--- config.mk ---
export PLATFORM = sky130hd
export DESIGN_NAME = dloop_sequencer
export DESIGN_NICKNAME = d
export VERILOG_FILES = /design/src/rtl/dloop_seq_pkg.sv /design/src/rtl/dloop_seq_decode.sv /design/src/rtl/dloop_sequencer.sv
export SDC_FILE = /design/constraint.sdc
export NUM_CORES = 1
export LEC_CHECK = 0
export CAP_MARGIN = 10
export CELL_PAD_IN_SITES_DETAIL_PLACEMENT = 1
export CELL_PAD_IN_SITES_GLOBAL_PLACEMENT = 2
export CORE_ASPECT_RATIO = 0.75
export CORE_MARGIN = 2
export CORE_UTILIZATION = 27
export DETAILED_ROUTE_END_ITERATION = 8
export PLACE_DENSITY_LB_ADDON = 0.1
export SYNTH_ARGS = -nofsm -noshare
export SYNTH_HDL_FRONTEND = slang
export SYNTH_HIERARCHICAL = 1
export SYNTH_SLANG_ARGS = --single-unit
--- constraint.sdc ---
create_clock -name clk -period 2.6 [get_ports clk]
set_clock_uncertainty 0.05 [all_clocks]
set_input_delay 0.26 -clock clk [delete_from_list [all_inputs] [get_ports clk]]
set_output_delay 0.26 -clock clk [all_outputs]
set_load 0.02 [all_outputs]
--- src/rtl/dloop_seq_pkg.sv ---
// dloop_seq_pkg: opcodes, FSM states, instruction field positions and control bundle for dloop_sequencer.
package dloop_seq_pkg;
  localparam int REG_AW = 4;
  localparam int OP_W = 4;
  localparam int OP_MSB = 15;
  localparam int OP_LSB = 12;
  localparam int RC_MSB = 11;
  localparam int RC_LSB = 8;
  localparam int RA_MSB = 7;
  localparam int RA_LSB = 4;
  localparam int RB_MSB = 3;
  localparam int RB_LSB = 0;
  localparam int IMM_MSB = 7;
  localparam int IMM_LSB = 0;
  typedef enum logic [OP_W-1:0] {
    OP_NOP  = 4'h0,
    OP_ADD  = 4'h1,
    OP_SUB  = 4'h2,
    OP_OR   = 4'h3,
    OP_ADDI = 4'h4,
    OP_LDI  = 4'h5,
    OP_CMP  = 4'h6,
    OP_MOV  = 4'h7,
    OP_JMP  = 4'h8,
    OP_BZ   = 4'h9,
    OP_BC   = 4'hA,
    OP_HALT = 4'hF
  } opcode_e;
  typedef enum logic [1:0] {
    S_IDLE,
    S_FETCH,
    S_EXEC,
    S_HALTED
  } state_e;
  typedef struct packed {
    logic en_a;
    logic imm_en_a;
    logic inv_a;
    logic en_b;
    logic imm_en_b;
    logic inv_b;
    logic c_in;
    logic or_en;
    logic flood_carry;
    logic reg_write_en;
    logic ra_from_rc;
    logic latch_flags;
    logic jmp;
    logic bz;
    logic bc;
    logic halt;
  } ctrl_t;
endpackage

--- src/rtl/dloop_seq_decode.sv ---
// dloop_seq_decode: opcode to control bundle; BZ/BC decode only with DLOOP_SEQUENCER_BRANCH_EN.
module dloop_seq_decode
  import dloop_seq_pkg::*;
(
  input  logic [OP_W-1:0] op,
  output ctrl_t           ctrl
);
  always_comb begin
    ctrl = '0;
    ctrl.en_a = op inside {OP_ADD, OP_SUB, OP_OR, OP_ADDI, OP_CMP, OP_MOV};
    ctrl.en_b = op inside {OP_ADD, OP_SUB, OP_OR, OP_CMP};
    ctrl.inv_b = op inside {OP_SUB, OP_CMP};
    ctrl.c_in = op inside {OP_SUB, OP_CMP};
    ctrl.or_en = op == OP_OR;
    ctrl.imm_en_b = op inside {OP_ADDI, OP_LDI};
    ctrl.reg_write_en = op inside {OP_ADD, OP_SUB, OP_OR, OP_ADDI, OP_LDI, OP_MOV};
    ctrl.ra_from_rc = op == OP_ADDI;
    ctrl.latch_flags = op inside {OP_ADD, OP_SUB, OP_OR, OP_ADDI, OP_LDI, OP_CMP, OP_MOV};
    ctrl.jmp = op == OP_JMP;
`ifdef DLOOP_SEQUENCER_BRANCH_EN
    ctrl.bz = op == OP_BZ;
    ctrl.bc = op == OP_BC;
`else
    ctrl.bz = 1'b0;
    ctrl.bc = 1'b0;
`endif
    ctrl.halt = op == OP_HALT;
  end
endmodule

--- src/rtl/dloop_sequencer.sv ---
// dloop_sequencer: fetch/exec micro-sequencer driving datapath control lines.
// Conditional branches BZ/BC are enabled by defining DLOOP_SEQUENCER_BRANCH_EN.
module dloop_sequencer
  import dloop_seq_pkg::*;
#(
  parameter int BitWidth = 8,
  parameter int PCWidth  = 8
) (
  input  logic                clk,
  input  logic                rst_n,
  input  logic                clk_en,
  input  logic                start,
  output logic                imem_req,
  output logic [PCWidth-1:0]  imem_addr,
  input  logic                imem_ack,
  input  logic [15:0]         imem_data,
  input  logic                cOut,
  input  logic                ifZero,
  input  logic                overflow,
  output logic                EnA,
  output logic                ImmEnA,
  output logic                InvA,
  output logic                EnB,
  output logic                ImmEnB,
  output logic                InvB,
  output logic                cIn,
  output logic                ORen,
  output logic                FloodCarry,
  output logic                RegWriteEn,
  output logic                OutputOverrideEnable,
  output logic [REG_AW-1:0]   regAAddr,
  output logic [REG_AW-1:0]   regBAddr,
  output logic [REG_AW-1:0]   regCAddr,
  output logic [BitWidth-1:0] ImmIN,
  output logic                busy,
  output logic                halted
);
  state_e state_q, state_d;
  logic [PCWidth-1:0] pc_q, pc_d, imem_addr_q, imem_addr_d;
  logic [15:0] ir_q, ir_d;
  logic z_q, z_d, c_q, c_d;
  logic imem_req_q, imem_req_d, busy_q, busy_d, halted_q, halted_d;
  logic exec, taken, unused;
  logic [7:0] imm8;
  ctrl_t dec, ctl;
  dloop_seq_decode u_decode (
    .op  (ir_q[OP_MSB:OP_LSB]),
    .ctrl(dec)
  );
  assign exec = state_q == S_EXEC;
  assign imm8 = ir_q[IMM_MSB:IMM_LSB];
  assign taken = dec.jmp | (dec.bz & z_q) | (dec.bc & c_q);
  assign unused = overflow;
  always_comb begin
    state_d = state_q;
    pc_d = pc_q;
    ir_d = ir_q;
    z_d = z_q;
    c_d = c_q;
    case (state_q)
      S_IDLE, S_HALTED: begin
        state_d = start ? S_FETCH : state_q;
        pc_d = start ? '0 : pc_q;
      end
      S_FETCH: begin
        state_d = imem_ack ? S_EXEC : S_FETCH;
        ir_d = imem_ack ? imem_data : ir_q;
      end
      S_EXEC: begin
        state_d = dec.halt ? S_HALTED : S_FETCH;
        pc_d = dec.halt ? pc_q : taken ? PCWidth'(imm8) : pc_q + PCWidth'(1);
        z_d = dec.latch_flags ? ifZero : z_q;
        c_d = dec.latch_flags ? cOut : c_q;
      end
      default: state_d = S_IDLE;
    endcase
    imem_req_d = state_d == S_FETCH;
    imem_addr_d = imem_req_d ? pc_d : '0;
    busy_d = imem_req_d | (state_d == S_EXEC);
    halted_d = state_d == S_HALTED;
  end
  always_ff @(posedge clk) begin
    if (!rst_n) begin
      state_q <= S_IDLE;
      pc_q <= '0;
      ir_q <= '0;
      z_q <= 1'b0;
      c_q <= 1'b0;
      imem_req_q <= 1'b0;
      imem_addr_q <= '0;
      busy_q <= 1'b0;
      halted_q <= 1'b0;
    end else if (clk_en) begin
      state_q <= state_d;
      pc_q <= pc_d;
      ir_q <= ir_d;
      z_q <= z_d;
      c_q <= c_d;
      imem_req_q <= imem_req_d;
      imem_addr_q <= imem_addr_d;
      busy_q <= busy_d;
      halted_q <= halted_d;
    end
  end
  // Control lines only ever reflect the latched instruction while executing it.
  assign ctl = exec ? dec : '0;
  assign EnA = ctl.en_a;
  assign ImmEnA = ctl.imm_en_a;
  assign InvA = ctl.inv_a;
  assign EnB = ctl.en_b;
  assign ImmEnB = ctl.imm_en_b;
  assign InvB = ctl.inv_b;
  assign cIn = ctl.c_in;
  assign ORen = ctl.or_en;
  assign FloodCarry = ctl.flood_carry;
  assign RegWriteEn = ctl.reg_write_en;
  assign OutputOverrideEnable = 1'b0;
  assign regCAddr = exec ? ir_q[RC_MSB:RC_LSB] : '0;
  assign regAAddr = exec ? (dec.ra_from_rc ? ir_q[RC_MSB:RC_LSB] : ir_q[RA_MSB:RA_LSB]) : '0;
  assign regBAddr = exec ? ir_q[RB_MSB:RB_LSB] : '0;
  assign ImmIN = exec ? BitWidth'(imm8) : '0;
  assign imem_req = imem_req_q;
  assign imem_addr = imem_addr_q;
  assign busy = busy_q;
  assign halted = halted_q;
endmodule

After elaboration in Yosys (flattened, before gate mapping)
Cells that the tools add are included.
{"block": "word_totals", "out_inout_bits": 42, "in_bits": 24, "register_bits": 37}
{"block": "op_classes", "n_mux": 15, "bitwise": 1, "n_reduce_logical": 9, "n_eq_ne": 15, "add_sub_neg": 1}
{"operator": "2-to-1 mux 8 bit", "n": 5}
{"operator": "== test 4 x 3 -> 1 bit, second input constant", "n": 4}
{"operator": "2-to-1 mux 16 bit", "n": 1}
{"operator": "2-to-1 mux 4 bit", "n": 4}
{"operator": "case mux 8 bit (2 select lines)", "n": 1}
{"operator": "nonzero test 6 bit", "n": 2}
{"operator": "adder 8 x 1 -> 8 bit, second input constant", "n": 1}
{"operator": "== test 2 bit, second input constant", "n": 4}
{"operator": "== test 4 x 2 -> 1 bit, second input constant", "n": 2}
{"operator": "== test 4 bit, second input constant", "n": 2}
{"operator": "nonzero test 7 bit", "n": 1}
{"operator": "2-to-1 mux 2 bit", "n": 3}
{"operator": "case mux 2 bit (3 select lines)", "n": 1}
{"operator": "== test 2 x 1 -> 1 bit, second input constant", "n": 2}
{"operator": "== test 4 x 1 -> 1 bit, second input constant", "n": 1}
{"operator": "nonzero test 2 bit", "n": 2}
{"operator": "nonzero test 4 bit", "n": 1}
{"operator": "AND reduction 3 bit", "n": 1}
{"operator": "logical NOT 2 bit", "n": 1}
{"operator": "OR reduction 2 bit", "n": 1}
{"operator": "OR 1 bit", "n": 1}

Depth between registers and ports, before layout
Gate-level depths: netlist (run 1).
{"block": "logic_depth", "word_depth": 5, "ltp_mapped": 11}

Hierarchy
The synthesis (run 1) kept the hierarchy.
{"module": "dloop_sequencer", "seq_area_each_um2": 780.7, "instances": 1, "cells_each": 278, "area_each_um2": 2207.1}
{"module": "dloop_seq_decode", "seq_area_each_um2": 0.0, "instances": 1, "cells_each": 30, "area_each_um2": 210.2}

Worst setup path before layout (run 1)
OpenSTA, ideal clock, no wires.
{"block": "synth_path", "path_type": "reg-to-reg", "startpoint": "reg ir_q[12]", "endpoint": "reg imem_addr_q[7], in the netlist imem_addr[7]", "slack_ns": 0.597, "t_arrival_ns": 1.828, "setup_ns": 0.125, "period_less_slack_ns": 2.003, "stages_incl_launch_ff": 12, "cell_sequence": "dfxtp_1 > buf_6 > nand2_1 > nor2_1 > buf_2 > a221oi_1 > a21oi_1 > inv_1 > ha_1 > and3_1 > a32oi_1 > o21ai_0"}
{"item": "from (decl)", "line_no": "dloop_sequencer.sv:40", "text": "logic [15:0] ir_q, ir_d;"}
{"item": "from (signal assigned)", "line_no": "dloop_sequencer.sv:96", "text": "ir_q <= ir_d;"}
{"item": "to (signal assigned)", "line_no": "dloop_sequencer.sv:100", "text": "imem_addr_q <= imem_addr_d;"}
{"item": "to (decl)", "line_no": "dloop_sequencer.sv:39", "text": "logic [PCWidth-1:0] pc_q, pc_d, imem_addr_q, imem_addr_d;"}

==> reports/metrics.cfg, run 1 <==
[yosys]
synth_warnings=6
yosysTopAreaCell=dfxtp_1
synth-edff-count=0
yosysSeqAreaShare_pct=32.3
yosysTopAreaCellShare_pct=32.3
postSynthAreaPerCell_um2=7.85
synthArstFlopShare_pct=0
yosys.cell_count.top_type=nand2_1
syn-cell-area_um2=2420
ys_top_cells_by_count=nand2_1 (54), dfxtp_1 (39), and2_1 (26)
ys.flop_type=dfxtp_1
yosysUniqueCellTypes=45
synth.ff_latch_count=39
postSynthCellCount=308
synth_area_leaders=dfxtp_1 (32%), nand2_1 (8.4%), and2_1 (6.7%), a21boi_0 (5.0%), mux2i_1 (4.6%)

[final_layout]
area_growth_pct=32.6
drive_above_1_share_pct=6.91
nNetsFinal=391
stdcell_count=470
diodes=0

[worst_setup_path]
required_ps=2290
worstSetupPathType=reg2out
worstSetupEndpointType=output pin
worstPathArrival_ps=2070
cp_max_fo=5
critPathLaunchType=flip-flop

[run]
maxCapViolations=0

[grt]
grt_max_degree=32
grt_first_pass_wirelength_mm=11.7
track_usage_pct=15.3
overflow=0
grt_pass1_vias=2301
antenna_found_initial=0

[floorplan]
die_h_um=85.9
ios=66
fp.coreArea_um2=8560
initial_core_util_pct=28.2
dieArea_um2=9730
die_w_um=113
row_count=29

[timing]
final_hold_viol_count=0
hold_ws_ps=398
timing.slew.headroom_pct=61.8
rsz0062_at_grt=no
setup_viol=0
fin_crit_sh_pct=91.5
period_minus_slack_ps=2380
worst_pin_slew_ps=573
slew_viol_final=0
setup_tns_ps=0
max_freq_mhz=420

[clocking]
cts_tree=done
path_clk_slew_ps=60
cts.repair.resized=0
clock-root-buffer=clkbuf_16
cts_buffers=5
htreeDepth=2
clockBufferDepth=2
cts_hold_buf=0
post_cts_buffers=0
cts_sinks=39
clock_latency_ps=280

[routing]
wl_mm=7.18
via_per_inst=4.84
drtPass1Iterations=6
drc=2
wl_per_cell_um=15.3
via_count=2275
ant_nets=0
drtIter0Drc=62

[status]
status=complete, but fails checks
violations=design-rule violations

[placed_design]
dp.cells=462
hpwl_mm=5.52
io_buffers=60
gp_congestion=0.803

[pwr]
swShare_pct=28.9
internal_power_uw=1120
pwr-share-clk_pct=37.7
p_comb_share_pct=21.5
power_density_nw_per_um2=492
p_leak_uw=0.00115
p_switching_uw=456
seqPwrFrac_pct=40.8
vdd_drop_max_uv=282

[worst_hold_path]
holdCritPathClass=reg2reg

[registers in the layout, indices dropped and copies added (netlist names)]
| name | count |
|---|---|
| busy | 1 |
| state_q | 2 |
| ir_q | 16 |
| c_q | 1 |
| imem_addr | 8 |
| pc_q | 8 |
| halted | 1 |
| z_q | 1 |
| imem_req | 1 |
[power groups by stage]
| stage | Clock (uW) | Combinational (uW) | Sequential [uW] |
|---|---|---|---|
| floorplan | 0 | 216 | 661 |
| global placement | 0 | 341 | 656 |
| detailed placement | 0 | 343 | 656 |
| CTS | 614 | 344 | 643 |
| global route | 640 | 384 | 646 |
| finish | 595 | 339 | 642 |
[layer usage]
layer  wire [um]  vias to the layer above  share of wire [%]  GRT usage (%)
met5           0                        -                  0              0
li1            -                     1143                  -              -
met3         218                        7                3.0           2.76
met1        3810                     1090                 53           22.4
met4          84                        0                1.2           4.66
met2        3060                       35                 43           23.0
[area by class of cell]
type,instances,area [um^2]
Tap cell,108,135
Sequential cell,39,781
Fill cell,1034,5360
Multi-Input combinational cell,234,1420
Timing Repair Buffer,73,698
Inverter,8,30.0
Clock buffer,7,133
Clock inverter,1,5.00
[stage by stage]
step	total power [uW]	cell area, um^2	setup WS (ps)	util, %
final	1580	3210	222	37.4
after global routing	1670	3210	72.2	37.4
after CTS	1600	3210	194	37.4
after detailed placement	999	3070	260	35.8
after global placement	997	3070	340	35.8
after floorplan	876	2430	597	-
[cells by family (layout without fill, tap and decap cells)]
| kind of cell | count (synthesis) | count (layout) | synth area share [%] |
|---|---|---|---|
| other | 2 | 6 | 0.311 |
| flip-flops | 39 | 39 | 32.3 |
| XOR/XNOR | 2 | 2 | 0.725 |
| adder cells (fa/ha/maj) | 6 | 6 | 3.11 |
| multiplexers | 11 | 11 | 4.56 |
| buffers and inverters | 39 | 89 | 9.42 |
| AND/OR/NAND/NOR | 132 | 132 | 28.3 |
| AO/OA/AOI/OAI | 77 | 77 | 21.3 |
[cell usage in the layout (no fill, tap or decap), drive strengths merged, types with 4 or more instances in the layout]
cell,Yosys,layout
inv,8,8
and2,26,26
o21ai,21,21
clkdlybuf4s50,0,60
a21oi,15,15
a31oi,4,4
nand2,54,54
dfxtp,39,39
conb,2,6
nand3,16,16
ha,6,6
buf,18,13
nor2,5,5
nor2b,14,14
a21boi,17,17
mux2i,11,11
clkbuf,13,7
nor3,6,6
[worst paths after layout]
kind,start,end,slack (ps),cells past startpoint
max,ir_q[14]$_SDFFE_PN0P_,regAAddr[2],220,7
min,imem_addr[1]$_SDFFE_PN0P_,imem_addr[1]$_SDFFE_PN0P_,400,2
max reg2reg,ir_q[15]$_SDFFE_PN0P_,imem_addr[7]$_SDFFE_PN0P_,260,9
min reg2reg,imem_addr[1]$_SDFFE_PN0P_,imem_addr[1]$_SDFFE_PN0P_,400,2
[critical path, stage by stage (launching register included)]
cell             delay [ps]
dfxtp_1                 410
buf_4                   190
nand2b_4                 50
nor3_1                  140
buf_4                   190
mux2i_1                  80
nor2b_1                 110
clkdlybuf4s50_1         610
No activity file was read; power rests on OpenSTA's default activity.
==> inputs of run 2 (changes only) <==
--- a/config.mk
+++ b/config.mk
@@ -13,6 +13,7 @@
 export CORE_UTILIZATION = 27
 export DETAILED_ROUTE_END_ITERATION = 8
 export PLACE_DENSITY_LB_ADDON = 0.1
+export SETUP_SLACK_MARGIN = 0.2
 export SYNTH_ARGS = -nofsm -noshare
 export SYNTH_HDL_FRONTEND = slang
 export SYNTH_HIERARCHICAL = 1
==> constraint.sdc (replaced) <==
create_clock -name clk -period 2.5 [get_ports clk]
set_clock_uncertainty 0.05 [all_clocks]
set_input_delay 0.25 -clock clk [delete_from_list [all_inputs] [get_ports clk]]
set_output_delay 0.25 -clock clk [all_outputs]
set_load 0.02 [all_outputs]
==> run 2 against run 1 <==
Effect of this change: the run still ends with design-rule violations left; clock power grew 3%; routed wire length down 0.59%; sequential power grew 4.0%; first-iteration DRC count fell by 4.8%; clock-buffer cell count stayed put; combinational power up 12%; cell count up 0.85%; via count is essentially flat; setup slack better by 100 ps; worst hold slack improved by 3.8 ps; highest routed layer unchanged.
==> reports/metrics.cfg, run 2 (synthesis results as in run 1) <==
[status]
status=complete, but fails checks
violations=design-rule violations

[clocking]
clock_latency_ps=280  ; about the same
cts_hold_buf=0  ; unchanged
clockBufferDepth=2  ; unchanged
cts_buffers=5  ; unchanged
path_clk_slew_ps=60  ; about the same
cts_sinks=39  ; unchanged
clock-root-buffer=clkbuf_16
htreeDepth=2  ; unchanged
post_cts_buffers=0  ; unchanged
cts_tree=done

[routing]
drtPass1Iterations=6  ; unchanged
wl_mm=7.14  ; -0.59%
drtIter0Drc=59  ; -4.8%
ant_nets=0  ; unchanged
wl_per_cell_um=15.1  ; -1.4%
via_count=2274  ; -0.044%
drc=2  ; unchanged
via_per_inst=4.80  ; -0.89%

[worst_setup_path]
worstPathArrival_ps=1880  ; -190 ps
worstSetupEndpointType=output pin
cp_slowest_cell=clkdlybuf4s50_1
cpLargestDelayFamily=buffers and inverters
required_ps=2200  ; -90 ps
crit_buf_inv=2  ; -1
worstSetupPathType=reg2out
worstPathCellList=ha_1, buf_8, and2_1, clkdlybuf4s50_1
cp_slowest_stage_delay_ps=600  ; about the same
cp_max_fo=31  ; +26
critPathLaunchType=flip-flop

[timing]
final_hold_viol_count=0  ; unchanged
worst_slack_ps=325  ; +103 ps
timing.slew.headroom_pct=65.4  ; +3.6 points
setup_viol=0  ; unchanged
rsz0062_at_grt=no
period_minus_slack_ps=2180
fin_crit_sh_pct=87.0
max_freq_mhz=460
setup_tns_ps=0  ; unchanged
worst_pin_slew_ps=518  ; -55.5 ps
slew_viol_final=0  ; unchanged

[grt]
grt_max_degree=32  ; unchanged
grt_first_pass_wirelength_mm=11.5  ; -1.8%
track_usage_pct=15.0  ; -0.36 points
overflow=0  ; unchanged
grt_pass1_vias=2200  ; -4.4%
antenna_found_initial=0  ; unchanged

[final_layout]
n_fill_cell=1037  ; +0.29%
final_common_cell=nand2_1
nNetsFinal=395  ; +1.0%
diodes=0  ; unchanged
mostFrequentLayoutCells=nand2_1 (54), clkdlybuf4s50_1 (47), dfxtp_1 (38), and2_1 (26)
largest_reg_flops=16  ; unchanged
largest_register=ir_q
final_util_pct=38.1  ; +0.64 points
drive_above_1_share_pct=8.47  ; +1.6 points
area_growth_pct=34.9
ff_latch_area_um2=782  ; +0.16%
multi_input_area_um2=1430  ; +0.18%

[pwr]
vdd_drop_max_uv=294  ; +4.5%
seqPwrFrac_pct=40.2  ; -0.6 points
swShare_pct=28.6  ; -0.36 points
power_density_nw_per_um2=509  ; +3.6%
p_switching_uw=474  ; +4.1%
p_comb_share_pct=22.9  ; +1.4 points
pwr-share-clk_pct=36.8  ; -0.9 points
p_leak_uw=0.00135  ; +17%
internal_power_uw=1190  ; +5.9%

[floorplan]
row_count=29  ; unchanged
ios=66  ; unchanged
initial_core_util_pct=28.2  ; unchanged
dieArea_um2=9730  ; unchanged
die_w_um=113  ; unchanged
die_h_um=85.9  ; unchanged
fp.coreArea_um2=8560  ; unchanged

[run]
maxCapViolations=0  ; unchanged

[placed_design]
gp_congestion=0.813  ; +1.3%
io_buffers=60  ; unchanged
hpwl_mm=5.47  ; -0.88%
post-place-ws_ps=293  ; +32.9 ps

[worst_hold_path]
holdCritPathClass=reg2reg

-- run 2: cell count changes in the layout (fill, tap and decap cells not counted) --
cell             before  now
ha_2                  0    1
dfxtp_1              39   38
dfxtp_2               0    1
dlygate4sd2_1         0    5
buf_4                13   16
buf_8                 0    1
clkdlybuf4s50_1      60   47
ha_1                  6    5
dlymetal6s2s_1        0    8
-- run 2: area by class of cell --
class                      count  share of cell area [%]
multi-input combinational    234                    43.7
sequential                    39                    24.0
timing repair buffer          77                    23.0
tap                          108                    4.14
clock buffer                   7                    4.07
inverter                       8                   0.921
clock inverter                 1                   0.153
-- run 2: power groups by stage --
stage          sequential (uW)  clock, uW  combinational [uW]
2_1_floorplan              687          0                 224
3_3_place_gp               682          0                 376
3_5_place_dp               681          0                 378
4_1_cts                    668        636                 381
5_1_grt                    671        668                 429
6_report                   668        612                 381
-- run 2: what timing repair did --
item                       CTS  global route
gates resized for setup      6            11
setup endpoints to repair   12            16
pin swaps                    0             0
gates cloned                 0             0
-- run 2: path summary, 6_finish.rpt --
check                             from                         to  slack (ps)  depth (start not counted)
min          imem_addr[0]$_SDFFE_PN0P_  imem_addr[0]$_SDFFE_PN0P_         400                          1
max            state_q[1]$_SDFFE_PN0P_                regCAddr[3]         320                          4
max reg2reg    state_q[0]$_SDFFE_PN0P_  imem_addr[3]$_SDFFE_PN0P_         380                          8
min reg2reg  imem_addr[0]$_SDFFE_PN0P_  imem_addr[0]$_SDFFE_PN0P_         400                          1
-- run 2: per-layer routing --
metal	vias up	global-route usage, %	part of all wire (%)
li1	1158	-	-
met1	1079	22.6	55
met2	32	22.2	41
met3	5	2.76	3.1
met4	0	2.99	0.67
met5	-	0	0
-- run 2: metrics by stage --
step                total power, uW  cell area (um^2)  hold slack (ps)  instances
floorplan                       912              2430              345        312
global placement               1060              3100              389        466
detailed placement             1060              3100              393        466
CTS                            1690              3230              408        474
global route                   1770              3260              425        474
finish                         1660              3260              402        474
